[src/rtl/ac_cmd_scheduler.sv]
// ---------------------------------------------------------------------------
// ac_cmd_scheduler
//   Holds the air-conditioner settings (power, mode, temperature), turns key
//   presses into IR command frames and sends each command REPEATS times,
//   separated by a fixed gap, through an external frame transmitter.
//
// Parameters
//   GAP_CYCLES : cycles from a tx_done pulse to the repeated tx_start (>= 2)
//   REPEATS    : frames sent per command, 1..3
//   TIMEOUT    : max cycles from tx_start to tx_done, counting the tx_start
//                cycle itself (>= 2)
//
// Ports
//   clk, rst        : system clock (rising edge), async active-high reset
//   key_power/mode/up/down : debounced single-cycle key pulses
//   tx_busy, tx_done: transmitter status / end-of-frame pulse
//   tx_start        : single-cycle frame-start request
//   tx_data35/32    : frame segments, stable from BUILD to the next BUILD
//   err             : single-cycle pulse when a frame times out
//   frame_cnt       : completed frames, wraps 255 -> 0
//   power_on        : current power setting
// ---------------------------------------------------------------------------
module ac_cmd_scheduler #(
  parameter int GAP_CYCLES = 2500000,
  parameter int REPEATS    = 2,
  parameter int TIMEOUT    = 4000000
) (
  input  logic        clk,
  input  logic        rst,
  input  logic        key_power,
  input  logic        key_mode,
  input  logic        key_up,
  input  logic        key_down,
  input  logic        tx_busy,
  input  logic        tx_done,
  output logic        tx_start,
  output logic [34:0] tx_data35,
  output logic [31:0] tx_data32,
  output logic        err,
  output logic [7:0]  frame_cnt,
  output logic        power_on
);

  localparam int GW = $clog2(GAP_CYCLES + 1);
  localparam int TW = $clog2(TIMEOUT + 1);

  // Both counters start at 0 in the cycle after tx_done / tx_start, so the
  // terminal value is two below the requested distance.
  localparam logic [GW-1:0] GAP_LAST = GW'((GAP_CYCLES > 1) ? GAP_CYCLES - 2 : 0);
  localparam logic [TW-1:0] TMO_LAST = TW'((TIMEOUT > 1) ? TIMEOUT - 2 : 0);
  localparam logic [GW-1:0] GAP_ONE  = GW'(1);
  localparam logic [TW-1:0] TMO_ONE  = TW'(1);
  localparam logic [1:0]    REP_MAX  = 2'(REPEATS);

  localparam logic [3:0]  TEMP_MAX   = 4'd14;   // 30 C
  localparam logic [3:0]  TEMP_RESET = 4'd10;   // 26 C
  localparam logic [2:0]  MODE_MAX   = 3'd4;
  localparam logic [26:0] FRAME_TAIL = 27'h0050A52;

  typedef enum logic [2:0] {IDLE, BUILD, START, WAIT_DONE, GAP} state_e;

  state_e        state_q;
  logic          power_q,   power_d;
  logic [2:0]    mode_q,    mode_d;
  logic [3:0]    temp_q,    temp_d;
  logic          key_pend;
  logic          pend_q;
  logic [1:0]    rep_q;
  logic [1:0]    rep_inc;
  logic [GW-1:0] gap_q;
  logic [TW-1:0] tmo_q;
  logic [3:0]    chk;
  logic          tx_start_q, err_q;
  logic [34:0]   data35_q;
  logic [31:0]   data32_q;
  logic [7:0]    frame_cnt_q;

  // Settings update. key_power overrides every other key in the same cycle;
  // up and down together cancel out.
  always_comb begin
    // NOTE: every always_comb output gets a default first, so no latch can be inferred.
    power_d  = power_q;
    mode_d   = mode_q;
    temp_d   = temp_q;
    key_pend = 1'b0;
    if (key_power) begin
      power_d  = ~power_q;
      key_pend = 1'b1;
    end else if (power_q) begin
      if (key_mode) begin
        mode_d   = (mode_q == MODE_MAX) ? 3'd0 : mode_q + 3'd1;
        key_pend = 1'b1;
      end
      if (key_up && !key_down && temp_q != TEMP_MAX) begin
        temp_d   = temp_q + 4'd1;
        key_pend = 1'b1;
      end else if (key_down && !key_up && temp_q != 4'd0) begin
        temp_d   = temp_q - 4'd1;
        key_pend = 1'b1;
      end
    end
  end

  // 4-bit wrapping checksum of the settings.
  assign chk     = {1'b0, mode_q} + {3'b000, power_q} + temp_q;
  assign rep_inc = rep_q + 2'd1;

  // NOTE: sequential state uses non-blocking assignments only; later
  // assignments in this block deliberately override the defaults above them.
  always_ff @(posedge clk or posedge rst) begin
    if (rst) begin
      state_q     <= IDLE;
      power_q     <= 1'b0;
      mode_q      <= 3'd0;
      temp_q      <= TEMP_RESET;
      pend_q      <= 1'b0;
      rep_q       <= 2'd0;
      gap_q       <= '0;
      tmo_q       <= '0;
      tx_start_q  <= 1'b0;
      err_q       <= 1'b0;
      data35_q    <= '0;
      data32_q    <= '0;
      frame_cnt_q <= 8'd0;
    end else begin
      power_q    <= power_d;
      mode_q     <= mode_d;
      temp_q     <= temp_d;
      pend_q     <= pend_q | key_pend;
      tx_start_q <= 1'b0;
      err_q      <= 1'b0;

      case (state_q)
        IDLE: begin
          if (pend_q && !tx_busy) begin
            state_q <= BUILD;
            // A key arriving on this very edge keeps the flag set, so it is
            // never lost.
            pend_q  <= key_pend;
          end
        end
        BUILD: begin
          data35_q   <= {mode_q, power_q, temp_q, FRAME_TAIL};
          data32_q   <= {28'h0000000, chk};
          rep_q      <= 2'd0;
          tx_start_q <= 1'b1;
          state_q    <= START;
        end
        START: begin
          tmo_q   <= '0;
          state_q <= WAIT_DONE;
        end
        WAIT_DONE: begin
          if (tx_done) begin
            frame_cnt_q <= frame_cnt_q + 8'd1;
            rep_q       <= rep_inc;
            gap_q       <= '0;
            state_q     <= (rep_inc < REP_MAX) ? GAP : IDLE;
          end else if (tmo_q == TMO_LAST) begin
            err_q   <= 1'b1;
            pend_q  <= 1'b1;
            state_q <= IDLE;
          end else begin
            tmo_q <= tmo_q + TMO_ONE;
          end
        end
        GAP: begin
          if (gap_q == GAP_LAST) begin
            tx_start_q <= 1'b1;
            state_q    <= START;
          end else begin
            gap_q <= gap_q + GAP_ONE;
          end
        end
        default: state_q <= IDLE;
      endcase
    end
  end

  assign tx_start  = tx_start_q;
  assign err       = err_q;
  assign tx_data35 = data35_q;
  assign tx_data32 = data32_q;
  assign frame_cnt = frame_cnt_q;
  assign power_on  = power_q;

endmodule

[config.mk]
export PLATFORM = sky130hd
export DESIGN_NAME = ac_cmd_scheduler
export DESIGN_NICKNAME = d
export VERILOG_FILES = /design/src/rtl/ac_cmd_scheduler.sv
export SDC_FILE = /design/constraint.sdc
export NUM_CORES = 1
export LEC_CHECK = 0
export CORE_MARGIN = 2
export CORE_UTILIZATION = 45
export CTS_CLUSTER_DIAMETER = 30
export DETAILED_ROUTE_END_ITERATION = 10
export HOLD_SLACK_MARGIN = 0.06
export PLACE_DENSITY_LB_ADDON = 0.08
export SETUP_SLACK_MARGIN = 0.1
export SKIP_CTS_REPAIR_TIMING = 1
export SLEW_MARGIN = 20
export SYNTH_ARGS = -nofsm -noshare
export SYNTH_HDL_FRONTEND = slang
export SYNTH_SLANG_ARGS = --single-unit
[constraint.sdc]
create_clock -name clk -period 5 [get_ports clk]
set_input_delay 1 -clock clk [delete_from_list [all_inputs] [get_ports clk]]
set_output_delay 1 -clock clk [all_outputs]
set_load 0.05 [all_outputs]
Word level (Yosys, flattened, before mapping)
Index checks and enable logic that the tools add are counted.

operators by class
  add/subtract/negate cells = 9
  multiply operators = 0
  div/mod/pow operators = 0
  order comparisons = 1
  eq/ne operators = 15
  shift operators = 0
  mux-type cells = 31
  bitwise operators = 3
  reductions and logical operators = 21

operators by type and width
  operator               count
  $mux 22                4
  $pmux 22 s2            2
  $add 22x1->22 const B  2
  $eq 22x22->1 const B   2
  $mux 3                 6
  $pmux 3 s5             1
  $reduce_and 3->1       5
  $mux 1                 12
  $ne 2x2->1 const B     6
  $add 8x1->8 const B    1
  $mux 4                 2
  $reduce_bool 2->1      4
  $eq 3x2->1 const B     2
  $eq 3x3->1 const B     2
  $logic_and 1x1->1      5
  $add 3x1->4            1
  $add 4x1->4 const B    1
  $add 4x4->4            1
  $ne 4x4->1 const B     1
  $pmux 1 s2             2
  $pmux 2 s2             1
  $reduce_and 2->1       2
  $reduce_bool 4->1      1
  $sub 4x1->4 const B    1
  other kinds (10)       13

word-level totals
  bits in registers = 87
  bits in latches = 0
  memory bits (writable) = 0
  memory bits (read-only) = 0
  input port bits = 8
  output and inout bits = 78
  logic and storage cells = 93
  memories = 0

Depth between registers and ports, before layout
  depth after elaboration = 11
  gate-level depth with buffers = 8
  depth with buffers taken out = 8

Worst setup path before layout
No wires, ideal clock.

  path kind = input to register
  start = input port tx_done
  end = register tmo_q[17]
  library setup time = 0.078 ns
  arrival = 2.324 ns
  required time = 4.922 ns
  path slack = 2.599 ns
  stages = 6
  buffers on the path = 1
  cell sequence = nand4bb_1 > clkbuf_1 > nor4_1 > nand4_1 > or3_1 > a21oi_1

on the way
  word-level cells in the longest chain between the ends = 2

RTL lines
  what                               RTL line  text
  from (decl)                        35        input logic tx_done,
  $ne 2x2->1 (no source line)        -
  $reduce_and 3->1 (no source line)  -
  to (signal assigned)               164       tmo_q <= tmo_q + TMO_ONE;
  to (decl)                          71        logic [TW-1:0] tmo_q;

No other way between the ends.
A chain may end at the register's enable or synchronous reset.

Worst setup path in the final report
  start = input port tx_done
  end = register tmo_q[16]

Same word-level chain as after synthesis.

==> results.md <==
- Status: finished clean
- Fmax: 0.344 GHz
- Clock transition at path regs: 80 ps
- Area after DPL: 4860 um^2
- # fillers: 931
- Pre-antenna DRT Iters: 4
- Antenna-violating nets left: 0
- Hold path cells: 1
- Crit path DAT: 3180 ps
- Root Driver: clkbuf_8
- Total GRT Usage: 17.3%
- Hold Fails Final Rpt: 0
- Worst Path Buf+Inv: 1
- Final Wtd Congestion: 0.835
- Pwr dens: 508 nW/um^2
- Critical path type: primary input to flop
- Worst-Skew Late Latency: 360 ps
- Global route overflow: 0
- Initial drt markers: 159
- Most common cell after layout, fill and taps aside: dfrtp_1
- Smallest setup slack after layout: 2090 ps
- Chip width: 105 um
- Post-Syn Instances: 484
- Worst path slowest cell: nor4_1
- Max VDD drop: 0.331 mV
- # IOs: 86
- Delay-heaviest family, CP: simple AND/OR/NAND/NOR gates
- Worst EP required: 5270 ps
- CP peak stage delay: 600 ps
- CTS tree: done
- Post-Route WL: 9.07 mm
- Commonest cells after routing, fill and taps aside: dfrtp_1 (79), nand2_1 (53), conb_1 (48)
- Mapped cell area: 4610 um^2
- CP endpoint kind: flop
- Initial Utilization: 46.7%
- WL per Instance: 14.0 um
- Syn_area_per_cell: 9.53 um^2
- Final Critical Period: 2910 ps
- H-tree Lvls: 3
- Hold wc startpoint: tmo_q[5]$_DFFE_PP0P_
- DR vias/cell: 5.17
- RSZ-0062 raised after global routing: no
- DRC violations left: 0
- Leakage power: 2.18 nW
- Flip-flop and latch count after synthesis: 81
- PnR Total Power: 2.58 mW
- Vias post-DR: 3349
- Max_slew headroom: 35.6%
- Synth-to-Final Area Change: 10.1%
- Die footprint: 11100 um^2
- First-pass GRT wire length: 15.3 mm
- Synth area leader: dfrtp_1
- Clock Tree Buf Depth: 2
- Hold endpoint: tmo_q[5]$_DFFE_PP0P_
- Post-synth ARST share: 100%
- Setup crit start kind: primary input
- Finished Cell Area: 5080 um^2
- Largest net degree at the start of global routing: 54
- Port Buf Inserts: 37
- Distinct cells, synth: 62
- Setup Skew: 12.6 ps
- Antenna diodes: 0
- Reg2reg start: state_q[0]$_DFFE_PP0P_
- Die Span Y: 105 um
- Placed insts: 632
- Crit path cell chain: clkdlybuf4s50_1, nand4bb_1, nor4_1, nand3_1, or3_1, a21oi_1
- Finished Layout Cells: 648
- Period Utilization, post-route: 58.1%
- Rows: 36
- Initial antenna violation count: 0
- Post-layout util: 51.5%
- Yosys Warn Count: 0
- Layout cells sized above 1: 6.41%
- Worst min path class: flop to flop
- Cts bufs inserted: 9
- CTS sink count: 81
- Number of global-route vias before repair: 3125
- TNS Setup: 0 ps
- Seq/Total Area, Yosys: 44.0%
- CP max FO: 7
- Number of synthesized flops with an enable pin: 0
- Final nets: 532
- Worst Max-Slew Pin Slew: 957 ps
- Placement Setup Slack: 1800 ps
- DPL Wire Length: 6.36 mm
- Final setup viols: 0
- Slew Limit Fails: 0
- Synth Flop Type: dfrtp_1
- Worst Reg-to-Reg Cells: 4
- MaxCap Viol Count: 0
- Post-synth top area share: 42.9%
- Final Hold Slack: 483 ps
- Core area: 9860 um^2
- Reg-to-reg endpoint: gap_q[11]$_DFFE_PP0P_
- Stages on worst setup path: 6
- Leading cell types by total area after synthesis: dfrtp_1 (43%), buf_4 (8.8%), nand2_1 (4.3%)
- Reg2reg setup slack: 2340 ps
## final cells by class
type / count / area (um^2) / share of cell area [%]
multi-input cells: 367 / 2230 / 44.0
flip-flops and latches: 81 / 2030 / 40.0
repair buffers: 38 / 378 / 7.44
well taps: 133 / 166 / 3.28
clock buffers: 11 / 141 / 2.78
clock inverters: 5 / 78.8 / 1.55
inverters: 13 / 50.0 / 0.986
## layer usage
metal,vias to the layer above,routed length (um),global-route usage (%)
met5,-,0,0
met4,0,127,6.57
met3,10,460,4.33
met2,98,4100,25.3
met1,1600,4380,24.7
li1,1641,-,-
## where the power goes
group	switching, mW	internal (mW)	leakage [nW]
Clock	0.238	0.294	0.113
Combinational	0.687	0.363	0.996
Sequential	0.189	0.809	1.07
## cells by family (layout without fill, tap and decap cells)
group,count (synthesis),in the layout,share of synthesized area [%]
xor gates and xnor gates,38,38,7.22
AOI/OAI and AO/OA,70,70,9.58
DFF,81,81,44.0
other,1,48,0.0813
and+or+nand+nor,189,189,21.6
muxes,8,8,1.82
buffers and inverters,83,67,11.4
adders and majority gates,14,14,4.29
## worst max path at each step
stage          startpoint                     to
2_1_floorplan         rst          err$_DFF_PP0_
3_3_place_gp      tx_done  tmo_q[17]$_DFFE_PP0P_
3_5_place_dp      tx_done  tmo_q[16]$_DFFE_PP0P_
4_1_cts           tx_done  tmo_q[16]$_DFFE_PP0P_
5_1_grt           tx_done  tmo_q[17]$_DFFE_PP0P_
6_report          tx_done  tmo_q[16]$_DFFE_PP0P_
## flip-flops by register name, indices dropped and copies added, names as in the netlist
| signal | count |
|---|---|
| gap_q | 22 |
| err | 1 |
| tx_data35 | 9 |
| tx_start | 1 |
| power_on | 1 |
| state_q | 3 |
| frame_cnt | 8 |
| tx_data32 | 4 |
| mode_q | 3 |
| temp_q | 4 |
| pend_q | 1 |
| rep_q | 2 |
| tmo_q | 22 |
## synth_stat cells, drive strengths merged (4+ instances only)
| master | n |
|---|---|
| dfrtp | 79 |
| buf | 58 |
| nand2 | 53 |
| nor2 | 37 |
| o21ai | 26 |
| nand3 | 21 |
| xnor2 | 20 |
| xor2 | 18 |
| nand4 | 16 |
| a21oi | 15 |
| inv | 13 |
| clkbuf | 12 |
| ha | 11 |
| nor3 | 9 |
| o211ai | 8 |
| or4 | 8 |
| nor4 | 6 |
| and3 | 5 |
| mux2i | 5 |
| nor4b | 5 |
| or3 | 5 |
| o31ai | 4 |
## worst reg2reg max path, cell delays in order (launching register included)
cell and delay [ps]:
dfrtp_1 550, nor3b_1 830, o21ai_2 340, or4_2 730, a21oi_2 140
Power figures use the tool's default switching activity.
